**src/rtl/clk_pkg.sv**
```systemverilog
`default_nettype none
// ============================================================================
//  Module   : clk_pkg
//  Purpose  : Shared clocking constants and the frequency-meter state type.
//  Contents : CLK_HZ_DEFAULT - fabric clock frequency (Hz)
//             GATE_1S        - gate length giving a 1 s window at that clock
//             meter_state_t  - IDLE / GATE state encoding
//  Revision : 1.0 - initial release
// ============================================================================
package clk_pkg;

    localparam int CLK_HZ_DEFAULT = 100_000_000;
    localparam int GATE_1S        = CLK_HZ_DEFAULT;

    typedef enum logic {
        IDLE = 1'b0,
        GATE = 1'b1
    } meter_state_t;

endpackage
`default_nettype wire

```
**src/rtl/sync_edge_detect.sv**
```systemverilog
`default_nettype none
// ============================================================================
//  Module   : sync_edge_detect
//  Purpose  : Two-flop synchronizer for an asynchronous input followed by a
//             third flop that turns a low-to-high transition into a pulse.
//  Ports    : clk      - system clock
//             rst      - synchronous active-high reset
//             async_in - asynchronous input
//             rise     - one-cycle pulse per rising edge of async_in
//  Revision : 1.0 - initial release
// ============================================================================
module sync_edge_detect (
    input  logic clk,
    input  logic rst,
    input  logic async_in,
    output logic rise
);

    logic r_s1;
    logic r_s2;
    logic r_s3;

    always_ff @(posedge clk) begin
        if (rst) begin
            r_s1 <= 1'b0;
            r_s2 <= 1'b0;
            r_s3 <= 1'b0;
        end else begin
            r_s1 <= async_in;
            r_s2 <= r_s1;
            r_s3 <= r_s2;
        end
    end

    // Built only from flops that run continuously, so the pulse never
    // depends on whether a consumer happens to be listening.
    assign rise = r_s2 & ~r_s3;

endmodule
`default_nettype wire

```
**src/rtl/freq_meter.sv**
```systemverilog
`default_nettype none
// ============================================================================
//  Module   : freq_meter
//  Purpose  : Gated frequency counter. Counts rising edges of sig_in over
//             windows of GATE_CYCLES clocks and reports one count per window.
//  Ports    : clk        - system clock
//             rst        - synchronous active-high reset
//             en         - measurement enable (level)
//             sig_in     - asynchronous signal under measurement
//             meas_count - edge count of the last completed window
//             meas_ovf   - last completed window lost edges to saturation
//             meas_valid - one-cycle pulse when meas_count/meas_ovf update
//             busy       - a window is open
//  Revision : 1.0 - initial release
// ============================================================================
module freq_meter
    import clk_pkg::*;
#(
    parameter int CLK_HZ      = CLK_HZ_DEFAULT,
    parameter int GATE_CYCLES = CLK_HZ,
    parameter int CNT_W       = 32
) (
    input  logic             clk,
    input  logic             rst,
    input  logic             en,
    input  logic             sig_in,
    output logic [CNT_W-1:0] meas_count,
    output logic             meas_ovf,
    output logic             meas_valid,
    output logic             busy
);

    localparam int               c_gate_w  = (GATE_CYCLES > 1) ? $clog2(GATE_CYCLES) : 1;
    localparam logic [c_gate_w-1:0] c_last = c_gate_w'(GATE_CYCLES - 1);
    localparam logic [CNT_W-1:0] c_cnt_max = '1;

    meter_state_t        r_state;
    logic [c_gate_w-1:0] r_gate_cnt;
    logic [CNT_W-1:0]    r_edge_cnt;
    logic                r_ovf_acc;

    logic                w_rise;
    logic                w_sat_hit;
    logic [CNT_W-1:0]    w_cnt_next;

    sync_edge_detect u_sync (
        .clk      (clk),
        .rst      (rst),
        .async_in (sig_in),
        .rise     (w_rise)
    );

    // An edge that arrives with the counter already at full scale is lost;
    // that loss is what the overflow flag reports.
    assign w_sat_hit  = w_rise & (r_edge_cnt == c_cnt_max);
    assign w_cnt_next = (w_rise && !w_sat_hit) ? r_edge_cnt + CNT_W'(1) : r_edge_cnt;

    always_ff @(posedge clk) begin
        if (rst) begin
            r_state    <= IDLE;
            r_gate_cnt <= '0;
            r_edge_cnt <= '0;
            r_ovf_acc  <= 1'b0;
            meas_count <= '0;
            meas_ovf   <= 1'b0;
            meas_valid <= 1'b0;
        end else begin
            meas_valid <= 1'b0;
            case (r_state)
                IDLE: begin
                    r_gate_cnt <= '0;
                    r_edge_cnt <= '0;
                    r_ovf_acc  <= 1'b0;
                    if (en) begin
                        r_state <= GATE;
                    end
                end
                GATE: begin
                    if (r_gate_cnt == c_last) begin
                        // Terminal cycle: the edge seen now still belongs
                        // to this window, and the result is delivered even
                        // if en has just dropped.
                        meas_count <= w_cnt_next;
                        meas_ovf   <= r_ovf_acc | w_sat_hit;
                        meas_valid <= 1'b1;
                        r_gate_cnt <= '0;
                        r_edge_cnt <= '0;
                        r_ovf_acc  <= 1'b0;
                        r_state    <= en ? GATE : IDLE;
                    end else if (!en) begin
                        r_gate_cnt <= '0;
                        r_edge_cnt <= '0;
                        r_ovf_acc  <= 1'b0;
                        r_state    <= IDLE;
                    end else begin
                        r_gate_cnt <= r_gate_cnt + c_gate_w'(1);
                        r_edge_cnt <= w_cnt_next;
                        if (w_sat_hit) begin
                            r_ovf_acc <= 1'b1;
                        end
                    end
                end
                default: begin
                    r_state <= IDLE;
                end
            endcase
        end
    end

    assign busy = (r_state == GATE);

endmodule
`default_nettype wire
```
**config.mk**
```make
export PLATFORM = sky130hd
export DESIGN_NAME = freq_meter
export DESIGN_NICKNAME = d
export VERILOG_FILES = /design/src/rtl/clk_pkg.sv /design/src/rtl/sync_edge_detect.sv /design/src/rtl/freq_meter.sv
export SDC_FILE = /design/constraint.sdc
export NUM_CORES = 1
export LEC_CHECK = 0
export ABC_AREA = 1
export CELL_PAD_IN_SITES_DETAIL_PLACEMENT = 1
export CELL_PAD_IN_SITES_GLOBAL_PLACEMENT = 1
export CORE_ASPECT_RATIO = 0.5
export CORE_UTILIZATION = 41
export DETAILED_ROUTE_END_ITERATION = 8
export DONT_BUFFER_PORTS = 1
export PLACE_DENSITY = 0.77
export SETUP_SLACK_MARGIN = 0.1
export SLEW_MARGIN = 25
export SYNTH_ARGS = -nofsm -noshare
export SYNTH_HDL_FRONTEND = slang
export SYNTH_SLANG_ARGS = --single-unit
```
**constraint.sdc**
```tcl
create_clock -name clk -period 1.85 [get_ports clk]
set_input_delay 0.2775 -clock clk [delete_from_list [all_inputs] [get_ports clk]]
set_output_delay 0.2775 -clock clk [all_outputs]
set_load 0.005 [all_outputs]
```
==> summary.txt, run 1 <==
Clock network
  • CTS max path bufs: 2
  • Root buf cell: clkbuf_16
  • CTS Buf Count: 9
  • Num Clock Sinks: 98
  • Clk pin slew, worst setup/hold paths: 70 ps
  • Max H-tree Level: 3
  • Worst-Skew Late Latency: 350 ps
  • CTS tree: done

GRT
  • Grt total ovfl: 0
  • First-pass GRT wire length: 24,200 um
  • Largest net degree at the start of global routing: 51
  • Number of global-route vias before repair: 4,884
  • Total track usage: 23.9%
  • Antenna violations before repair: 0

Logic synthesis
  • Register bit count reported by yosys: 98
  • Cells after synthesis: 780
  • Dominant synthesized flop cell: dfxtp_1
  • Mapped Avg Cell Area: 6.52 sq um
  • Sequential fraction of the synthesis area: 38.6%
  • Synth Cell Area: 5080 sq um
  • Yosys warns: 0
  • Fraction of registers with async set/reset: 0%
  • Top cells by area, synth: dfxtp_1 39%, nand2_1 16%, nor2_1 8.8%
  • Number of synthesized flops with an enable pin: 0
  • Synth top area share: 38.6%
  • Synthesized net count: 786
  • Cell taking the most area after synthesis: dfxtp_1
  • Netlist cell types: 34

Timing
  • Final Skew: 7.69 ps
  • Smallest hold slack: 23.6 ps
  • RSZ-0062 raised after global routing: true
  • Slew Limit Headroom: 62.8%
  • Peak Freq: 548 MHz
  • Final setup fails: 0
  • Min Tclk post-route: 1820 ps
  • Worst slew pin tran: 557 ps
  • Max-slew violation count: 0
  • Final hold viol count: 0
  • Period utilization: 98.6%

Route
  • Initial DRC count: 299
  • # DRC: 0
  • First drt pass iteration count: 4
  • Routed WL: 17,200 um
  • Routed Antenna Nets: 0
  • Via Count: 5,160
  • Via/cell ratio: 5.22
  • Wire per inst: 17.4 um

Place
  • Placer Congestion: 0.897
  • Buffers on Ports: 0
  • Dpl cell area: 5410 sq um
  • Detail Placement HPWL: 10,700 um

Finish
  • Final nets: 824
  • Reg area: 1990 sq um
  • Final design utilization: 53.0%
  • Antenna fix cells: 0
  • Commonest non-fill, non-tap cell in the layout: nand2_1
  • Filler cell count: 1,543
  • Finished Cell Area: 6330 sq um
  • Area grow syn2layout: 24.5%
  • Most frequent cells in the layout: 201 x nand2_1, 104 x nor2_1, 95 x inv_1
  • Layout cells sized above 1: 22.0%
  • Area of the multi-input gates: 2890 sq um

Floorplan
  • Die area: 12,900 sq um
  • Starting Density: 42.6%
  • CORE AREA: 11,900 sq um
  • Die Y-Extent: 80.7 um
  • Num rows: 28
  • Die width: 159 um
  • Top-Level Pins: 39

Power
  • Share of total power in combinational logic: 1.9%
  • Sw frac: 21.9%
  • Reg power frac: 49.5%
  • Peak supply drop: 0.000485 V
  • Cell leakage power: 0.00234 uW
  • Cell-internal power: 3340 uW
  • Switch Pwr: 937 uW
  • Cell Pwr Density: 675 nW/um^2
  • Clock Power Share: 48.6%

Run status
  • Outcome: finished clean

Worst setup path
  • CP Max Fanout: 7
  • Kind of critical path: flip-flop to flip-flop
  • Crit start category: flip-flop
  • CP endpoint kind: flip-flop
  • Critical Path RT: 2090 ps
  • CP arrival: 2070 ps

Job
  • Max-cap violation count: 0

Min path
  • Min-delay worst type: input port to flip-flop
==> registers in the layout, summed over array words and instances (netlist names) <==
signal and cells:
meas_ovf 1, busy 1, r_ovf_acc 1, u_sync.r_s2 1
r_gate_cnt 27, u_sync.r_s3 1, u_sync.r_s1 1, meas_valid 1
r_edge_cnt 32, meas_count 32
==> timing repair <==
action                                 in CTS  in global routing
endpoints found under the hold margin       4                  0
setup endpoints to repair                  43                 89
gates resized for setup                     8                101
hold buffers                                1                  0
setup buffers                               0                 11
cloned                                      1                  8
pin swaps                                   0                 27
==> path summary, 6_finish.rpt <==
path,end,cells past startpoint,slack (ps),from
worst max-delay path,meas_count[5],12,30,r_edge_cnt[1]
worst min-delay path,u_sync.r_s1,2,20,sig_in
worst max register to register,meas_count[5],12,30,r_edge_cnt[1]
worst min register to register,u_sync.r_s2,2,410,u_sync.r_s1
==> power groups by stage <==
stage          logic, uW  registers, uW  clock network, uW
6_report            79.5           2120               2080
3_3_place_gp        52.8           2160                  0
2_1_floorplan       44.1           2160                  0
3_5_place_dp        55.0           2170                  0
4_1_cts             60.0           2120               2120
5_1_grt             84.7           2120               2200
==> worst max-delay path: stages (launching register included) <==
cell and delay [ps]:
dfxtp_2 350, ha_4 160, nand2_4 60, nor2_4 160
nand2_4 100, nor2_8 170, nand2_4 110, nand2_8 160
clkinv_8 110, nand2_2 90, nand2_1 70, nor2_1 110
nor2_1 70
==> synth_stat cells (6+ instances only) <==
| cell type | n |
|---|---|
| a21oi_1 | 57 |
| buf_2 | 12 |
| dfxtp_1 | 98 |
| inv_1 | 98 |
| nand2_1 | 217 |
| nand2_2 | 15 |
| nand3_1 | 56 |
| nand3b_1 | 7 |
| nand4_1 | 13 |
| nor2_1 | 119 |
| nor2_2 | 6 |
| nor3_1 | 14 |
| o21ai_0 | 13 |
| xnor2_1 | 9 |
| xor2_1 | 7 |
==> cell type report <==
| type | instances | area share (%) |
|---|---|---|
| multi-input cells | 560 | 45.7 |
| flip-flops and latches | 98 | 31.5 |
| repair buffers | 45 | 7.87 |
| inverters | 103 | 6.43 |
| clock buffers | 9 | 3.56 |
| well taps | 165 | 3.26 |
| clock inverters | 7 | 1.58 |
| repair inverters | 1 | 0.138 |
==> per-layer routing <==
layer  wire [um]  vias to the layer above  share of wire (%)  GRT usage, %
li1            -                     2524                  -             -
met1        7650                     2499                 45          29.6
met2        8280                      109                 48          42.0
met3         883                       28                5.1          4.70
met4         355                        0                2.1          9.04
met5           0                        -                  0             0
==> stage by stage <==
stage | setup slack (ps) | TNS (ps) | instances | power (uW)
floorplan | 102 | 0 | 780 | 2210
global placement | 95.1 | 0 | 951 | 2220
detailed placement | -20.1 | -40.5 | 951 | 2220
CTS | 77.5 | 0 | 969 | 4300
global route | -35.6 | -35.6 | 988 | 4400
finish | 26.7 | 0 | 988 | 4270
==> kinds of logic (layout without fill, tap and decap cells) <==
family,count (synthesis),count (layout),synth area share (%)
adders and majority gates,2,2,0.492
AOI/OAI and AO/OA,77,77,7.78
buffers and inverters,125,165,10.4
DFF,98,98,38.6
and+or+nand+nor,462,465,40.0
xor gates and xnor gates,16,16,2.76
Note: power is estimated with default switching activity, not from simulation.
==> inputs of run 2 (changes only) <==
- ABC_AREA: 1 -> 0
- CORE_UTILIZATION: 41 -> 44
- PLACE_DENSITY: 0.77 -> 0.76
==> summary.txt, run 2 <==
Logic synthesis
  • Dominant synthesized flop cell: dfxtp_1 (unchanged)
  • Fraction of registers with async set/reset: 0% (unchanged)
  • Top cells by instance count after synthesis: 104 x nor2_1, 98 x dfxtp_1, 33 x xor2_1, 25 x a211oi_2, 24 x nand3_1 (was 217 x nand2_1, 119 x nor2_1, 98 x dfxtp_1, 98 x inv_1, 57 x a21oi_1)
  • Top cells by area, synth: dfxtp_1 47%, nor2_1 9.4%, a211oi_2 7.5% (was dfxtp_1 39%, nand2_1 16%, nor2_1 8.8%)
  • Yosys warns: 0 (unchanged)
  • Synthesized net count: 449 (was 786)
  • Netlist cell types: 43 (was 34)
  • Synth top area share: 47.0% (was 38.6%)
  • Sequential fraction of the synthesis area: 47.0% (was 38.6%)
  • Register bit count reported by yosys: 98 (unchanged)
  • Mapped Avg Cell Area: 9.42 sq um (was 6.52 sq um)
  • Cell taking the most area after synthesis: dfxtp_1 (unchanged)
  • Most numerous cell in the Yosys netlist: nor2_1 (was nand2_1)
  • Cells after synthesis: 443 (was 780)
  • Number of synthesized flops with an enable pin: 0 (unchanged)
  • Synth Cell Area: 4170 sq um (was 5080 sq um)

Clock network
  • Num Clock Sinks: 98 (unchanged)
  • CTS Buf Count: 9 (unchanged)
  • CTS tree: done (unchanged)
  • CTS max path bufs: 2 (unchanged)
  • Clk pin slew, worst setup/hold paths: 80 ps (was 70 ps)
  • Max H-tree Level: 3 (unchanged)
  • Root buf cell: clkbuf_16 (unchanged)
  • Worst-Skew Late Latency: 360 ps (was 350 ps)

Worst setup path
  • CP Max Fanout: 5 (was 7)
  • Kind of critical path: flip-flop to flip-flop (unchanged)
  • Critical Path RT: 2120 ps (was 2090 ps)
  • Crit-path most repeated cell: and3_4 (was nand2_4)
  • Crit path cell chain: ha_4 -> and3_4 -> and3_4 -> a311oi_4 -> buf_6 -> nand4_1 -> xor2_2 -> a211oi_2 (was ha_4 -> nand2_4 -> nor2_4 -> nand2_4 -> nor2_8 -> nand2_4 -> nand2_8 -> clkinv_8 -> nand2_2 -> nand2_1 -> nor2_1 -> nor2_1)
  • Crit path largest cell delay: 400 ps (was 350 ps)
  • CP arrival: 2520 ps (was 2070 ps)
  • Crit start category: flip-flop (unchanged)
  • Slowest CP cell: a311oi_4 (was dfxtp_2)
  • CP endpoint kind: flip-flop (unchanged)

Run status
  • Outcome: complete, but fails checks (was finished clean)
  • Violated checks: setup timing

Finish
  • Antenna fix cells: 0 (unchanged)
  • Largest regs: meas_count (32), r_edge_cnt (32), r_gate_cnt (27) (unchanged)
  • Most frequent cells in the layout: 82 x dfxtp_1, 69 x buf_4, 47 x nor2_1 (was 201 x nand2_1, 104 x nor2_1, 95 x inv_1)
  • Final nets: 541 (was 824)
  • Final cell count without fillers: 657 (was 988)
  • Layout cells sized above 1: 54.1% (was 22.0%)
  • Commonest non-fill, non-tap cell in the layout: dfxtp_1 (was nand2_1)
  • Area grow syn2layout: 54.9% (was 24.5%)
  • Finished Cell Area: 6460 sq um (was 6330 sq um)

Power
  • Peak supply drop: 0.000660 V (was 0.000485 V)
  • Cell Pwr Density: 657 nW/um^2 (was 675 nW/um^2)
  • Cell leakage power: 0.00218 uW (was 0.00234 uW)

Timing
  • Period utilization: 122% (was 98.6%)
  • Worst slew pin tran: 530 ps (was 557 ps)
  • Final hold viol count: 0 (unchanged)
  • Max-slew violation count: 0 (unchanged)
  • Slew Limit Headroom: 64.3% (was 62.8%)
  • Min Tclk post-route: 2250 ps (was 1820 ps)
  • Smallest hold slack: 37.3 ps (was 23.6 ps)
  • Final Skew: 10.0 ps (was 7.69 ps)
  • Final setup fails: 94 (was 0)
  • Peak Freq: 445 MHz (was 548 MHz)
  • Post-route setup slack: -400 ps (was 26.7 ps)
  • RSZ-0062 raised after global routing: true (unchanged)
  • Final TNS setup: -25,540 ps (was 0 ps)

GRT
  • First-pass GRT wire length: 19,800 um (was 24,200 um)
  • Largest net degree at the start of global routing: 37 (was 51)
  • Grt total ovfl: 0 (unchanged)
  • Antenna violations before repair: 0 (unchanged)
  • Number of global-route vias before repair: 3,910 (was 4,884)
  • Total track usage: 26.3% (was 23.9%)

Place
  • Dpl cell area: 4870 sq um (was 5410 sq um)
  • Detail Placement HPWL: 7550 um (was 10,700 um)
  • Placer Congestion: 0.842 (was 0.897)
  • Dpl cells: 603 (was 951)
  • Buffers on Ports: 0 (unchanged)

Job
  • Max-cap violation count: 0 (unchanged)

Floorplan
  • Num rows: 24 (was 28)
  • Starting Density: 46.6% (was 42.6%)
  • Die area: 9900 sq um (was 12,900 sq um)
  • Die width: 140 um (was 159 um)
  • CORE AREA: 8950 sq um (was 11,900 sq um)
  • Top-Level Pins: 39 (unchanged)
  • Die Y-Extent: 70.9 um (was 80.7 um)

Route
  • Wire per inst: 29.7 um (was 17.4 um)
  • Via/cell ratio: 6.26 (was 5.22)
  • First drt pass iteration count: 5 (was 4)
  • Routed WL: 19,500 um (was 17,200 um)
  • # DRC: 0 (unchanged)
  • Via Count: 4,112 (was 5,160)
  • Initial DRC count: 258 (was 299)
  • Routed Antenna Nets: 0 (unchanged)

Min path
  • Min-delay worst type: input port to flip-flop (unchanged)
run 2: cell types whose count changed after synthesis, sizes merged, moves of 22 or more:
| cell | delta |
|---|---|
| nor2 | -22 |
| nand3 | -32 |
| nand2 | -215 |
| a211oi | +32 |
| xor2 | +26 |
| a21oi | -57 |
| inv | -98 |
run 2: layer usage:
| metal | track usage, % | share of wire, % | vias up |
|---|---|---|---|
| li1 | - | - | 1700 |
| met1 | 29.1 | 41 | 2092 |
| met2 | 49.7 | 47 | 226 |
| met3 | 7.38 | 7.5 | 94 |
| met4 | 7.81 | 4.8 | 0 |
| met5 | 0 | 0 | - |
run 2: report_power, final:
group,switching [uW],leakage [uW],total [uW],internal [uW]
Sequential,6.14,0.000798,2120,2110
Clock,911,0.000142,2010,1100
Combinational,75.3,0.00124,123,48.1
Total,992,0.00218,4250,3260
run 2: critical path: cells and delay by family, from the launching register on:
kind	cells	cell delay (ps)
AO/OA/AOI/OAI	2	630
XOR/XNOR	1	240
adder cells (fa/ha/maj)	1	170
buffers and inverters	1	180
flip-flops	1	350
AND/OR/NAND/NOR	3	580
run 2: final timing paths:
check | start | endpoint | slack, ps | cells past startpoint
min | rst | busy | 40 | 1
min reg2reg | u_sync.r_s1 | u_sync.r_s2 | 510 | 1
max | r_edge_cnt[0] | meas_count[13] | -400 | 8
max reg2reg | r_edge_cnt[0] | meas_count[13] | -400 | 8
run 2: logic make-up after synthesis:
kind of cell / after synthesis / share of synthesized area (%)
AO/OA/AOI/OAI: 41 / 10.6
XOR/XNOR: 53 / 11.1
buffers and inverters: 25 / 3.63
flip-flops: 98 / 47.0
adder cells (fa/ha/maj): 2 / 0.599
multiplexers: 2 / 0.510
AND/OR/NAND/NOR: 222 / 26.5
run 2: per-stage QoR:
| step | setup slack, ps | utilization, % | total power (uW) |
|---|---|---|---|
| after floorplan | -53.3 | - | 2210 |
| after global placement | -91.3 | 54.4 | 2200 |
| after detailed placement | -153 | 54.4 | 2200 |
| after CTS | -131 | 60.6 | 4130 |
| after global routing | -438 | 72.2 | 4340 |
| final | -400 | 72.2 | 4250 |
run 2: what timing repair did:
item,4_1_cts,5_1_grt
hold endpoints to repair,36,0
cloned,2,11
setup endpoints to repair,93,94
hold buffers,1,0
pin swaps,16,76
setup buffers,10,16
resized for setup,26,164
run 2: final cells by class:
| cell class | count | area, sq um |
|---|---|---|
| Timing Repair Buffer | 101 | 1080 |
| Sequential cell | 98 | 1980 |
| Inverter | 5 | 18.8 |
| Clock buffer | 11 | 243 |
| Fill cell | 873 | 2480 |
| Tap cell | 117 | 146 |
| Multi-Input combinational cell | 320 | 2930 |
| Clock inverter | 5 | 62.6 |
